`src/rtl/toggle_cover_detector.sv`:
```
// Per-bit toggle coverage producer: pulses valid[i] once when bit i has been
// seen both rising and falling, and keeps a sticky bitmap and covered count.
module toggle_cover_detector #(
  parameter int WIDTH         = 42,
  parameter int SETTLE_CYCLES = 2,
  parameter int CNT_W         = $clog2(WIDTH + 1)
) (
  input  logic             gbl_clk,
  input  logic             reset,
  input  logic [WIDTH-1:0] sig,
  input  logic             enable,
  input  logic             clear,
  output logic [WIDTH-1:0] valid,
  output logic [WIDTH-1:0] covered,
  output logic [CNT_W-1:0] covered_count,
  output logic             all_covered,
  output logic             armed
);

  typedef enum logic [1:0] {
    SETTLE,
    CAPTURE,
    RUN
  } state_t;

  localparam int SC_W = (SETTLE_CYCLES > 1) ?
                        $clog2(SETTLE_CYCLES) : 1;
  localparam int LAST = (SETTLE_CYCLES > 0) ?
                        SETTLE_CYCLES - 1 : 0;

  state_t           state;
  logic [SC_W-1:0]  settle_cnt;
  logic [WIDTH-1:0] prev;
  logic [WIDTH-1:0] rise_seen;
  logic [WIDTH-1:0] fall_seen;

  logic [WIDTH-1:0] rise_en;
  logic [WIDTH-1:0] fall_en;
  logic [WIDTH-1:0] nxt_cov;
  logic [WIDTH-1:0] new_cov;
  logic [CNT_W-1:0] new_cnt;
  logic             settle_done;

  function automatic logic [CNT_W-1:0] popcount(
    input logic [WIDTH-1:0] v
  );
    logic [CNT_W-1:0] c;
    c = '0;
    for (int i = 0; i < WIDTH; i++) begin
      c = c + CNT_W'(v[i]);
    end
    return c;
  endfunction

  assign settle_done = (SETTLE_CYCLES == 0) ||
                       (settle_cnt == SC_W'(LAST));

  // Edges only count while live and enabled; a completion on
  // the edge being sampled is folded in directly.
  always_comb begin
    rise_en = '0;
    fall_en = '0;
    if (state == RUN && enable) begin
      rise_en = ~prev & sig;
      fall_en = prev & ~sig;
    end
    nxt_cov = covered |
              ((rise_seen | rise_en) & (fall_seen | fall_en));
    new_cov = nxt_cov & ~covered;
    new_cnt = covered_count + popcount(new_cov);
  end

  always_ff @(posedge gbl_clk) begin
    if (!reset) begin
      state         <= SETTLE;
      settle_cnt    <= '0;
      prev          <= '0;
      rise_seen     <= '0;
      fall_seen     <= '0;
      covered       <= '0;
      valid         <= '0;
      covered_count <= '0;
      all_covered   <= 1'b0;
      armed         <= 1'b0;
    end else if (clear) begin
      state         <= CAPTURE;
      settle_cnt    <= '0;
      rise_seen     <= '0;
      fall_seen     <= '0;
      covered       <= '0;
      valid         <= '0;
      covered_count <= '0;
      all_covered   <= 1'b0;
      armed         <= 1'b0;
    end else begin
      valid <= '0;
      unique case (state)
        SETTLE: begin
          if (settle_done) begin
            state <= CAPTURE;
          end else begin
            settle_cnt <= settle_cnt + 1'b1;
          end
        end
        CAPTURE: begin
          prev  <= sig;
          state <= RUN;
          armed <= 1'b1;
        end
        RUN: begin
          prev          <= sig;
          rise_seen     <= rise_seen | rise_en;
          fall_seen     <= fall_seen | fall_en;
          covered       <= nxt_cov;
          valid         <= new_cov;
          covered_count <= new_cnt;
          all_covered   <= (new_cnt == CNT_W'(WIDTH));
        end
        default: begin
          state <= SETTLE;
          armed <= 1'b0;
        end
      endcase
    end
  end

endmodule

```
`config.mk`:
```
export PLATFORM = sky130hd
export DESIGN_NAME = toggle_cover_detector
export DESIGN_NICKNAME = d
export VERILOG_FILES = /design/src/rtl/toggle_cover_detector.sv
export SDC_FILE = /design/constraint.sdc
export NUM_CORES = 1
export LEC_CHECK = 0
export CORE_MARGIN = 2
export CORE_UTILIZATION = 58
export DETAILED_ROUTE_END_ITERATION = 16
export PLACE_DENSITY = 0.85
export SYNTH_ARGS = -nofsm -noshare
export SYNTH_HDL_FRONTEND = slang
export SYNTH_SLANG_ARGS = --single-unit
```
`constraint.sdc`:
```
create_clock -name gbl_clk -period 16.35 [get_ports gbl_clk]
set_input_delay 3.27 -clock gbl_clk [delete_from_list [all_inputs] [get_ports gbl_clk]]
set_output_delay 3.27 -clock gbl_clk [all_outputs]
set_load 0.01 [all_outputs]
```
==> summary.md, run 1 <==
| Metric | Value |
|---|---|
| Vias per std cell | `5.403` |
| Maximum ir drop on the vdd rail | `0.00007607 V` |
| Number of instances resized during post-cts repair | `0` |
| Status | `complete, no violations` |
| Total CTS buffers | `23` |
| Warnings from Yosys | `0` |
| Hold_buf cts | `0` |
| Sinks on Clock Net | `221` |
| Distinct cells, synth | `32` |
| Maximum buffer depth of the clock tree | `3` |
| Vias in the first global route | `7021` |
| Core region area | `15710 um2` |
| Wire length per cell | `around 17 um` |
| Share of synthesized area occupied by flip-flops and latches | `48.00%` |
| Mapped cell area | `9216 um2` |
| Synthesized area per cell | `9.216 um2` |
| Layout filler cell count | `1127` |
| Power Density | `95.99 nW/um2` |
| Critical path arrival | `10.36 ns` |
| Number of DRC violations after detailed routing | `0` |
| Class of the tightest hold or removal check | `reg2reg` |
| Final net count | `around 1200` |
| Time the worst path needs with I/O delays and setup | `9.965 ns` |
| Router iterations before antenna repair | `4` |
| Die X | `130.1 um` |
| Critical path buffer and inverter count | `4` |
| Net Switching | `0.2346 mW` |
| Footprint of the flip-flops and latches | `4424 um2` |
| Antenna-violating nets left | `0` |
| Global-route wire length before repair | `34920 um` |
| Final cycle utilization of the critical path | `60.95%` |
| Gr usage total | `about a quarter` |
| Die Height | `130.1 um` |
| Cell occurring most often along the worst timing path | `sky130_fd_sc_hd__fa_1` |
| Largest incremental delay on the critical path | `slightly above 0.7 ns` |
| Max Slew Vio Count | `0` |
| Final Wtd Congestion | `around 0.8` |
| Sw Ratio | `21.42%` |
| Leakage power figure | `4.225 nW` |
| Clock latency on the worst-skew pair | `0.49 ns` |
| Max Fclk | `approximately 100 MHz` |
| Initial standard-cell utilization of the core | `58.66%` |
| Relative max-transition margin | `26.23%` |
| Layout-stage area growth over the synthesis result | `23.78%` |
| Part of the total power dissipated in combinational logic | `4.7%` |
| Die Area | `between 15000 and 20000 um2` |
| Critical Path RT | `16.74 ns` |
| Detailed placement HPWL | `about 15000 um` |
| Number of storage elements in the synthesis netlist | `between 200 and 250` |
| Final Routed Wirelength | `22280 um` |
| Buffer type at the clock tree root | `sky130_fd_sc_hd__clkbuf_16` |
| Worst R2R Setup Slack | `approximately 9 ns` |
| Clock group share of total power | `between 40% and 50%` |
| Critical path depth | `21` |
| Top fanout value on the critical path | `77` |
| Maximum number of pins on one net before global-route repair | `94` |
| CTS tree | `built` |
| Multi-input gate area | `approximately 4300 um2` |
| Worst-path cell chain | `clkdlybuf4s50_1, and2_4, buf_4, a31o_2, a32o_1, nor2b_1, fa_1, inv_1, fa_1, fa_1, fa_1, fa_1, fa_1, fa_1, fa_1, inv_1, fa_1, nand3_1, nand2_1, xnor2_1, o32ai_1` |
| Worst R2R Start | `state[0]` |
| Antenna violations before repair | `0` |
| Post-placement cell count | `roughly 1300` |
| Worst Skew | `roughly 0.0073 ns` |
| Category of the critical setup timing path | `in2reg` |
| Final std cells w/o fill | `1344` |
| Total inserted antenna cells | `0` |
| Number of cells produced by synthesis | `1000` |
| Number of vias after detailed routing | `a little over 7000` |
| Number of buffers added for setup after CTS | `0` |
| Number of port buffers | `approximately 140` |
| Layout cells sized above 1 | `7.624%` |
| H-tree level count | `1` |
| Worst setup slack after layout | `6.385 ns` |
| I/O pin cnt | `138` |
| Type of destination of the critical path | `flip-flop` |
| Unrepaired setup endpoints after global routing | `false` |
| Setup TNS | `0 ns` |
| Syn_nets | `between 1000 and 1500` |
| Internal | `0.8605 mW` |
| Reg2reg path depth | `22` |
| Final Setup Violations | `0` |
| Total grt overflow | `0` |
| Crit start category | `primary input` |
| Hold wc startpoint | `prev[19]` |
| Transition time at the pin with the least slew margin | `approximately 1.1 ns` |
| Sequential share of power | `50.0%` |
| Final Hold Vio Count | `0` |
| # Max-Cap Violations | `0` |
| Count of standard-cell rows | `46` |
| Number of cells on the worst hold path | `2` |
| Top cell family by delay on the critical path | `adder cells` |
| Setup WS pre-CTS | `5.970 ns` |
| First DRT Iteration DRCs | `roughly 510` |
| Critical Path Source | `enable` |
| Cell with the biggest individual delay on the critical path | `sky130_fd_sc_hd__buf_4` |
| Register clock-pin slew on the reported worst setup and hold paths | `~0.06 ns` |
==> layout by cell type, fill, tap and decap left out, drive strengths merged, types with 5 or more instances in the layout <==
cell type	n
dfxtp	221
nor2	171
clkdlybuf4s50	137
a21oi	90
nand2	88
inv	77
and2	43
a32o	42
a21boi	42
a31o	42
nand2b	39
fa	35
clkbuf	34
ha	18
nor2b	9
and3	7
buf	6
xnor2	5
==> state kept, by name (all words and copies together) (netlist names) <==
register       cells
fall_seen         42
prev              42
all_covered        1
covered           42
armed              1
covered_count      6
state              2
rise_seen         42
settle_cnt         1
valid             42
==> power groups by stage <==
stage	Combinational (mW)	Clock (mW)	Sequential [mW]
2_1_floorplan	0.0274	0	0.559
3_3_place_gp	0.0502	0	0.560
3_5_place_dp	0.0512	0	0.560
4_1_cts	0.0515	0.502	0.548
5_1_grt	0.0570	0.525	0.549
6_report	0.0516	0.495	0.548
==> cells in the mapped netlist <==
cell,count,share of area (%)
sky130_fd_sc_hd__dfxtp_1,221,48
sky130_fd_sc_hd__nor2_1,171,7.0
sky130_fd_sc_hd__a21oi_1,90,4.9
sky130_fd_sc_hd__nand2_1,88,3.6
sky130_fd_sc_hd__inv_1,77,3.1
sky130_fd_sc_hd__and2_1,43,2.9
sky130_fd_sc_hd__a21boi_0,42,3.4
sky130_fd_sc_hd__a32o_1,42,4.6
sky130_fd_sc_hd__a31o_2,39,3.7
sky130_fd_sc_hd__nand2b_1,39,2.6
sky130_fd_sc_hd__clkbuf_1,38,1.5
sky130_fd_sc_hd__fa_1,35,7.6
sky130_fd_sc_hd__ha_1,18,2.4
sky130_fd_sc_hd__buf_2,12,0.65
sky130_fd_sc_hd__and3_1,7,0.48
sky130_fd_sc_hd__nor2b_1,6,0.41
sky130_fd_sc_hd__xnor2_1,5,0.48
sky130_fd_sc_hd__mux2i_1,4,0.43
sky130_fd_sc_hd__a31o_1,3,0.29
sky130_fd_sc_hd__nor2b_4,3,0.45
sky130_fd_sc_hd__a211oi_1,2,0.16
sky130_fd_sc_hd__buf_6,2,0.24
sky130_fd_sc_hd__nand3_1,2,0.11
sky130_fd_sc_hd__o21ai_0,2,0.11
sky130_fd_sc_hd__xor2_1,2,0.19
sky130_fd_sc_hd__a21bo_2,1,0.11
sky130_fd_sc_hd__and2b_1,1,0.081
sky130_fd_sc_hd__buf_1,1,0.041
sky130_fd_sc_hd__o2111ai_1,1,0.095
sky130_fd_sc_hd__o211ai_1,1,0.081
sky130_fd_sc_hd__o21a_1,1,0.081
sky130_fd_sc_hd__o32ai_1,1,0.095
==> cells by family after synthesis <==
logic type               count (synthesis)  share of synthesized area (%)
flip-flops                             221                          48.00
AND/OR/NAND/NOR                        360                          17.64
XOR/XNOR                                 7                         0.6652
adder cells (fa/ha/maj)                 53                          10.05
AO/OA/AOI/OAI                          225                          17.59
multiplexers                             4                         0.4344
buffers and inverters                  130                          5.620
==> cell type report <==
cell class | count | share of cell area (%)
flip-flops and latches | 221 | 38.78
multi-input cells | 649 | 37.66
clock buffers | 34 | 5.846
well taps | 216 | 2.369
repair buffers | 143 | 12.42
clock inverters | 4 | 0.3948
inverters | 77 | 2.533
==> tightest hold or removal path: stages, from the launching register on <==
cell                       delay [ns]
sky130_fd_sc_hd__dfxtp_1         0.31
sky130_fd_sc_hd__nand2_1         0.05
sky130_fd_sc_hd__a21boi_0        0.06
==> stage by stage <==
step,total power [mW],hold WS (ns),cell area (um2),utilization [%]
global placement,0.6098,0.4477,10700,68.08
detailed placement,0.6110,0.4567,10700,68.08
finish,1.095,0.4624,11410,72.61
global route,1.130,0.4905,11410,72.61
CTS,1.102,0.4646,11410,72.61
floorplan,0.5866,0.4371,9216,-
==> metal layers <==
metal | global-route usage [%] | part of all wire [%]
met1 | 34.90 | 45
met2 | 43.67 | 47
met3 | 4.141 | 4.8
met4 | 9.551 | 2.7
met5 | 0 | 0
==> final timing paths <==
path,endpoint
worst max-delay path,all_covered
worst max register to register,all_covered
worst min-delay path,prev[19]
worst min register to register,prev[19]
(Power assumes the default switching activity.)
==> run 2, diff against run 1 <==
- CORE_UTILIZATION: 58 -> 49
- PLACE_DENSITY: 0.85 -> 0.76
- clock period: 16.35 -> 9 ns (I/O delays scaled with it)
==> summary.md, run 2 (synthesized netlist as in run 1, its figures left out) <==
| Metric | Value |
|---|---|
| H-tree level count | `1 (unchanged)` |
| Leading cell type in the layout, fill and taps excluded | `sky130_fd_sc_hd__dfxtp_1 (unchanged)` |
| Leakage power figure | `4.354 nW (was 4.225 nW)` |
| Relative max-transition margin | `23.55% (was 26.23%)` |
| Initial standard-cell utilization of the core | `49.60% (was 58.66%)` |
| Clock latency on the worst-skew pair | `0.52 ns (was 0.49 ns)` |
| Category of the critical setup timing path | `in2reg (unchanged)` |
| Wire length per cell | `16.78 um (was 16.58 um)` |
| Layout cells sized above 1 | `8.947% (was 7.624%)` |
| Worst R2R Start | `state[0] (unchanged)` |
| Buffer type at the clock tree root | `sky130_fd_sc_hd__clkbuf_16 (unchanged)` |
| Final Hold Vio Count | `0 (unchanged)` |
| Multi-input gate area | `4297 um2 (unchanged)` |
| CTS tree | `built (unchanged)` |
| Count of standard-cell rows | `50 (was 46)` |
| Vias per std cell | `5.311 (was 5.403)` |
| Hold_buf cts | `0 (unchanged)` |
| Maximum ir drop on the vdd rail | `0.0001582 V (was 0.00007607 V)` |
| Worst Skew | `0.02163 ns (was 0.007331 ns)` |
| Final cycle utilization of the critical path | `88.13%` |
| Power Density | `190.1 nW/um2 (was 95.99 nW/um2)` |
| Gr usage total | `23.27% (was 26.25%)` |
| Core region area | `18580 um2 (was 15710 um2)` |
| Die Area | `19920 um2 (was 16910 um2)` |
| Number of DRC violations after detailed routing | `0 (unchanged)` |
| Status | `complete, no violations (unchanged)` |
| Layout-stage area growth over the synthesis result | `27.00% (was 23.78%)` |
| Number of instances resized during post-cts repair | `0 (unchanged)` |
| Maximum buffer depth of the clock tree | `3 (unchanged)` |
| PnR Total Power | `2.225 mW (was 1.095 mW)` |
| Type of destination of the critical path | `flip-flop (unchanged)` |
| Number of buffers added for setup after CTS | `0 (unchanged)` |
| Max Fclk | `126.1 MHz` |
| Total grt overflow | `0 (unchanged)` |
| Final Wtd Congestion | `0.7937 (was 0.7992)` |
| Footprint of the flip-flops and latches | `4424 um2 (unchanged)` |
| Detailed placement HPWL | `15150 um (was 14510 um)` |
| Number of vias after detailed routing | `7297 (was 7261)` |
| Top fanout value on the critical path | `56 (was 77)` |
| First DRT Iteration DRCs | `401 (was 514)` |
| Router iterations before antenna repair | `5 (was 4)` |
| Crit start category | `primary input (unchanged)` |
| Hold wc startpoint | `prev[0] (was prev[19])` |
| Global-route wire length before repair | `37240 um (was 34920 um)` |
| Class of the tightest hold or removal check | `reg2reg (unchanged)` |
| Vias in the first global route | `7206 (was 7021)` |
| Number of port buffers | `137 (unchanged)` |
| Sinks on Clock Net | `221 (unchanged)` |
| Unrepaired setup endpoints after global routing | `false (unchanged)` |
| Final Routed Wirelength | `23060 um (was 22280 um)` |
| Transition time at the pin with the least slew margin | `1.147 ns (was 1.106 ns)` |
| Max Slew Vio Count | `0 (unchanged)` |
| # Max-Cap Violations | `0 (unchanged)` |
| Die Height | `141.1 um (was 130.1 um)` |
| Critical Path RT | `9.42 ns (was 16.74 ns)` |
| Register clock-pin slew on the reported worst setup and hold paths | `0.06 ns (about the same)` |
| Total inserted antenna cells | `0 (unchanged)` |
| Antenna violations before repair | `1 (was 0)` |
| Final net count | `1221 (was 1214)` |
| Critical Path Source | `enable (unchanged)` |
| Total CTS buffers | `24 (was 23)` |
| Time the worst path needs with I/O delays and setup | `7.931 ns` |
| Die X | `141.1 um (was 130.1 um)` |
| Maximum number of pins on one net before global-route repair | `94 (unchanged)` |
| Antenna-violating nets left | `0 (unchanged)` |
| Critical path arrival | `8.35 ns (was 10.36 ns)` |
| Final Setup Violations | `0 (unchanged)` |
| Most used cells in the layout excluding fill and tap cells | `221 x sky130_fd_sc_hd__dfxtp_1, 171 x sky130_fd_sc_hd__nor2_1, 137 x sky130_fd_sc_hd__clkdlybuf4s50_1, 90 x sky130_fd_sc_hd__a21oi_1, 88 x sky130_fd_sc_hd__nand2_1 (unchanged)` |
| I/O pin cnt | `138 (unchanged)` |
| Layout filler cell count | `1528 (was 1127)` |
| Setup TNS | `0 ns (unchanged)` |
-- run 2: cell types whose count changed in the layout (fill, tap and decap cells not counted), sizes merged --
cell	previous run	this run
clkinvlp	0	3
clkinv	3	4
buf	6	12
bufinv	1	7
clkbuf	34	29
inv	77	78
-- run 2: report_power, final --
part,internal [mW],switching (mW)
clock network,0.727,0.407
logic,0.0374,0.0586
registers,0.990,0.00602
-- run 2: final timing paths --
| kind | endpoint | slack (ns) | depth (start not counted) |
|---|---|---|---|
| setup / recovery | all_covered | 1.07 | 21 |
| hold / removal | prev[0] | 0.46 | 2 |
| setup reg to reg | all_covered | 2.18 | 22 |
| hold reg to reg | prev[0] | 0.46 | 2 |
-- run 2: layer usage --
metal	global-route usage (%)	wire length, um	vias to the layer above
li1	-	-	3541
met1	31.05	10290	3537
met2	39.27	11070	186
met3	4.212	1230	33
met4	5.947	465	0
met5	0	0	-
-- run 2: worst max-delay path, stage by stage --
cell and delay (ns):
sky130_fd_sc_hd__clkdlybuf4s50_1 0.45, sky130_fd_sc_hd__and2_4 0.56, sky130_fd_sc_hd__buf_4 0.28, sky130_fd_sc_hd__a31o_2 0.17
sky130_fd_sc_hd__a32o_1 0.13, sky130_fd_sc_hd__nor2b_1 0.23, sky130_fd_sc_hd__fa_1 0.44, sky130_fd_sc_hd__inv_1 0.07
sky130_fd_sc_hd__fa_1 0.43, sky130_fd_sc_hd__fa_1 0.53, sky130_fd_sc_hd__fa_1 0.45, sky130_fd_sc_hd__fa_1 0.52
sky130_fd_sc_hd__fa_1 0.43, sky130_fd_sc_hd__fa_1 0.52, sky130_fd_sc_hd__fa_1 0.20, sky130_fd_sc_hd__inv_1 0.07
sky130_fd_sc_hd__fa_1 0.45, sky130_fd_sc_hd__nand3_1 0.10, sky130_fd_sc_hd__nand2_1 0.06, sky130_fd_sc_hd__xnor2_1 0.15
sky130_fd_sc_hd__o32ai_1 0.27
-- run 2: final cells by class --
cell class              instances  area share [%]
flip-flops and latches        221           37.80
clock inverters                15           2.288
inverters                      77           2.469
well taps                     234           2.501
multi-input cells             649           36.71
repair buffers                149           12.59
clock buffers                  29           5.644
-- run 2: stage by stage --
step           utilization, %  worst slack (ns)  instance area (um2)  std cells  hold WS (ns)
6_report                63.00             1.069                11710       1374        0.4642
5_1_grt                 63.00            0.7956                11710       1374        0.4828
4_1_cts                 63.00             1.063                11710       1374        0.4672
3_5_place_dp            58.00            0.5718                10780       1330        0.4585
3_3_place_gp            58.00            0.6941                10780       1330        0.4478
2_1_floorplan               -             1.550                 9216       1000        0.4371
==> run 3, diff against run 2 <==
- CTS_CLUSTER_DIAMETER: not set -> 120
- GPL_TIMING_DRIVEN: not set -> 0
==> summary.md, run 3 (synthesized netlist as in run 1, its figures left out) <==
| Metric | Value |
|---|---|
| Status | `complete, no violations (unchanged)` |
| Transition time at the pin with the least slew margin | `0.6662 ns (was 1.147 ns)` |
| Detailed placement HPWL | `17820 um (was 15150 um)` |
| Register clock-pin slew on the reported worst setup and hold paths | `0.06 ns (about the same)` |
| Final net count | `1262 (was 1221)` |
| Power Density | `180.8 nW/um2 (was 190.1 nW/um2)` |
| Vias per std cell | `5.430 (was 5.311)` |
| Most heavily used metal layer in global routing | `met2 (unchanged)` |
| Relative max-transition margin | `55.59% (was 23.55%)` |
| Category of the critical setup timing path | `in2reg (unchanged)` |
| Reg2reg path depth | `24 (was 22)` |
| Met2 Resource Use GR | `41.62% (was 39.27%)` |
| Clock latency on the worst-skew pair | `0.53 ns (was 0.52 ns)` |
| Global-route wire length before repair | `39740 um (was 37240 um)` |
| Maximum buffer depth of the clock tree | `3 (unchanged)` |
| Worst-path cell chain | `clkdlybuf4s50_1, and2_1, buf_6, buf_2, buf_2, a32o_1, nand2b_1, fa_1, fa_1, inv_1, fa_1, inv_1, fa_1, fa_1, fa_1, fa_1, fa_1, inv_1, fa_1, nand3_1, nand2_1, xnor2_1, o32ai_1 (was clkdlybuf4s50_1, and2_4, buf_4, a31o_2, a32o_1, nor2b_1, fa_1, inv_1, fa_1, fa_1, fa_1, fa_1, fa_1, fa_1, fa_1, inv_1, fa_1, nand3_1, nand2_1, xnor2_1, o32ai_1)` |
| Most used cells in the layout excluding fill and tap cells | `221 x sky130_fd_sc_hd__dfxtp_1, 171 x sky130_fd_sc_hd__nor2_1, 137 x sky130_fd_sc_hd__clkdlybuf4s50_1, 90 x sky130_fd_sc_hd__a21oi_1, 88 x sky130_fd_sc_hd__nand2_1 (unchanged)` |
| Critical Path Source | `enable (unchanged)` |
| Buffer type at the clock tree root | `sky130_fd_sc_hd__clkbuf_16 (unchanged)` |
| Maximum ir drop on the vdd rail | `0.0001573 V (was 0.0001582 V)` |
| Timing endpoint of the critical path | `all_covered (unchanged)` |
| Hold_buf cts | `0 (unchanged)` |
| GR met3 Demand/Resource | `3.974% (was 4.212%)` |
| Count of standard-cell rows | `50 (unchanged)` |
| Leading cell type in the layout, fill and taps excluded | `sky130_fd_sc_hd__dfxtp_1 (unchanged)` |
| Critical Path RT | `9.43 ns (was 9.42 ns)` |
| Worst R2R Start | `state[0] (unchanged)` |
| Die Height | `141.1 um (unchanged)` |
| Setup WS pre-CTS | `0.3052 ns (was 0.5718 ns)` |
| Gr usage total | `25.15% (was 23.27%)` |
| Largest incremental delay on the critical path | `0.55 ns (was 0.56 ns)` |
| Top fanout value on the critical path | `10 (was 56)` |
| Vias in the first global route | `7461 (was 7206)` |
| Antenna violations before repair | `0 (was 1)` |
| H-tree level count | `1 (unchanged)` |
| Number of port buffers | `137 (unchanged)` |
| Router iterations before antenna repair | `5 (unchanged)` |
| Cell with the biggest individual delay on the critical path | `sky130_fd_sc_hd__fa_1 (was sky130_fd_sc_hd__and2_4)` |
| Core region area | `18580 um2 (unchanged)` |
| Sinks on Clock Net | `221 (unchanged)` |
| Total CTS buffers | `24 (unchanged)` |
| Max Slew Vio Count | `0 (unchanged)` |
| Final cycle utilization of the critical path | `91.03% (was 88.13%)` |
| Hold wc startpoint | `prev[27] (was prev[0])` |
| Class of the tightest hold or removal check | `reg2reg (unchanged)` |
| Number of instances resized during post-cts repair | `0 (unchanged)` |
| Leakage power figure | `4.359 nW (was 4.354 nW)` |
| Time the worst path needs with I/O delays and setup | `8.193 ns (was 7.931 ns)` |
| Type of destination of the critical path | `flip-flop (unchanged)` |
| Final Setup Violations | `0 (unchanged)` |
| Final Hold Vio Count | `0 (unchanged)` |
| Maximum number of pins on one net before global-route repair | `14 (was 94)` |
| Worst setup slack after layout | `0.8073 ns (was 1.069 ns)` |
| Number of DRC violations after detailed routing | `0 (unchanged)` |
| Number of vias after detailed routing | `7673 (was 7297)` |
| Antenna-violating nets left | `0 (unchanged)` |
| Final Routed Wirelength | `25280 um (was 23060 um)` |
| Unrepaired setup endpoints after global routing | `false (unchanged)` |
| Die X | `141.1 um (unchanged)` |
| Wire length per cell | `17.89 um (was 16.78 um)` |
| I/O pin cnt | `138 (unchanged)` |
| # Max-Cap Violations | `0 (unchanged)` |
| Met1 track demand over resource | `33.61% (was 31.05%)` |
| Max Fclk | `122.1 MHz (was 126.1 MHz)` |
| Worst flop-to-flop path endpoint | `all_covered (unchanged)` |
| Crit start category | `primary input (unchanged)` |
| Total grt overflow | `0 (unchanged)` |
| Cell occurring most often along the worst timing path | `sky130_fd_sc_hd__fa_1 (unchanged)` |
| Layout cells sized above 1 | `7.973% (was 8.947%)` |
| Worst Skew | `0.02141 ns (was 0.02163 ns)` |
| Worst R2R Setup Slack | `2.00 ns (was 2.18 ns)` |
| Setup TNS | `0 ns (unchanged)` |
| Number of buffers added for setup after CTS | `0 (unchanged)` |
| Die Area | `19920 um2 (unchanged)` |
| Initial standard-cell utilization of the core | `49.60% (unchanged)` |
| Layout-stage area growth over the synthesis result | `26.98% (was 27.00%)` |
| Total inserted antenna cells | `0 (unchanged)` |
| PnR Total Power | `2.116 mW (was 2.225 mW)` |
| First DRT Iteration DRCs | `479 (was 401)` |
| Final Wtd Congestion | `0.8455 (was 0.7937)` |
| CTS tree | `built (unchanged)` |
| Critical path arrival | `8.62 ns (was 8.35 ns)` |
==> run 3: changes by cell type in the layout (fill, tap and decap cells not counted), sizes merged <==
cell      delta
clkbuf      +46
bufinv       -5
buf          +3
clkinv       -2
clkinvlp     -2
inv          -1
==> run 3: worst min-delay path by stage <==
| stage | slack (ns) | endpoint | depth (start not counted) |
|---|---|---|---|
| floorplan | 0.44 | fall_seen[0] | 2 |
| global placement | 0.45 | fall_seen[20] | 2 |
| detailed placement | 0.46 | fall_seen[12] | 2 |
| CTS | 0.47 | prev[14] | 2 |
| global route | 0.48 | prev[38] | 2 |
| finish | 0.47 | prev[27] | 2 |
==> run 3: metal layers <==
| layer | part of all wire, % | up-vias |
|---|---|---|
| met5 | 0 | - |
| met4 | 3.0 | 0 |
| met3 | 6.9 | 53 |
| met2 | 47 | 269 |
| met1 | 43 | 3712 |
| li1 | - | 3639 |
==> run 3: where the power goes <==
| group | leakage, nW | internal, mW | switching, mW | total, mW |
|---|---|---|---|---|
| combinational | 2.17 | 0.0387 | 0.0636 | 0.102 |
| sequential | 1.78 | 0.990 | 0.00610 | 0.996 |
| clock | 0.401 | 0.621 | 0.397 | 1.02 |
==> run 3: final cells by class <==
| cell class | instances | area, um2 |
|---|---|---|
| buffer | 53 | 229.0 |
| clock buffer | 37 | 740.7 |
| clock inverter | 5 | 81.33 |
| fill | 1540 | 6878 |
| inverter | 77 | 289.0 |
| multi-input combinational | 649 | 4274 |
| sequential | 221 | 4424 |
| tap | 234 | 292.8 |
| timing repair buffer | 137 | 1371 |
==> run 3: worst max-delay path: cells and delay by family <==
kind	cells	cell delay, ns
adder cells (fa/ha/maj)	9	4.19
buffers and inverters	7	1.49
AO/OA/AOI/OAI	2	0.53
AND/OR/NAND/NOR	4	0.43
XOR/XNOR	1	0.15
==> run 3: per-stage QoR <==
step / instances / hold WS (ns) / util (%) / cell area (um2)
after floorplan: 1000 / 0.4371 / - / 9216
after global placement: 1371 / 0.4476 / 58.56 / 10880
after detailed placement: 1371 / 0.4562 / 58.56 / 10880
after CTS: 1413 / 0.4659 / 62.98 / 11700
after global routing: 1413 / 0.4819 / 62.98 / 11700
final: 1413 / 0.4652 / 62.98 / 11700
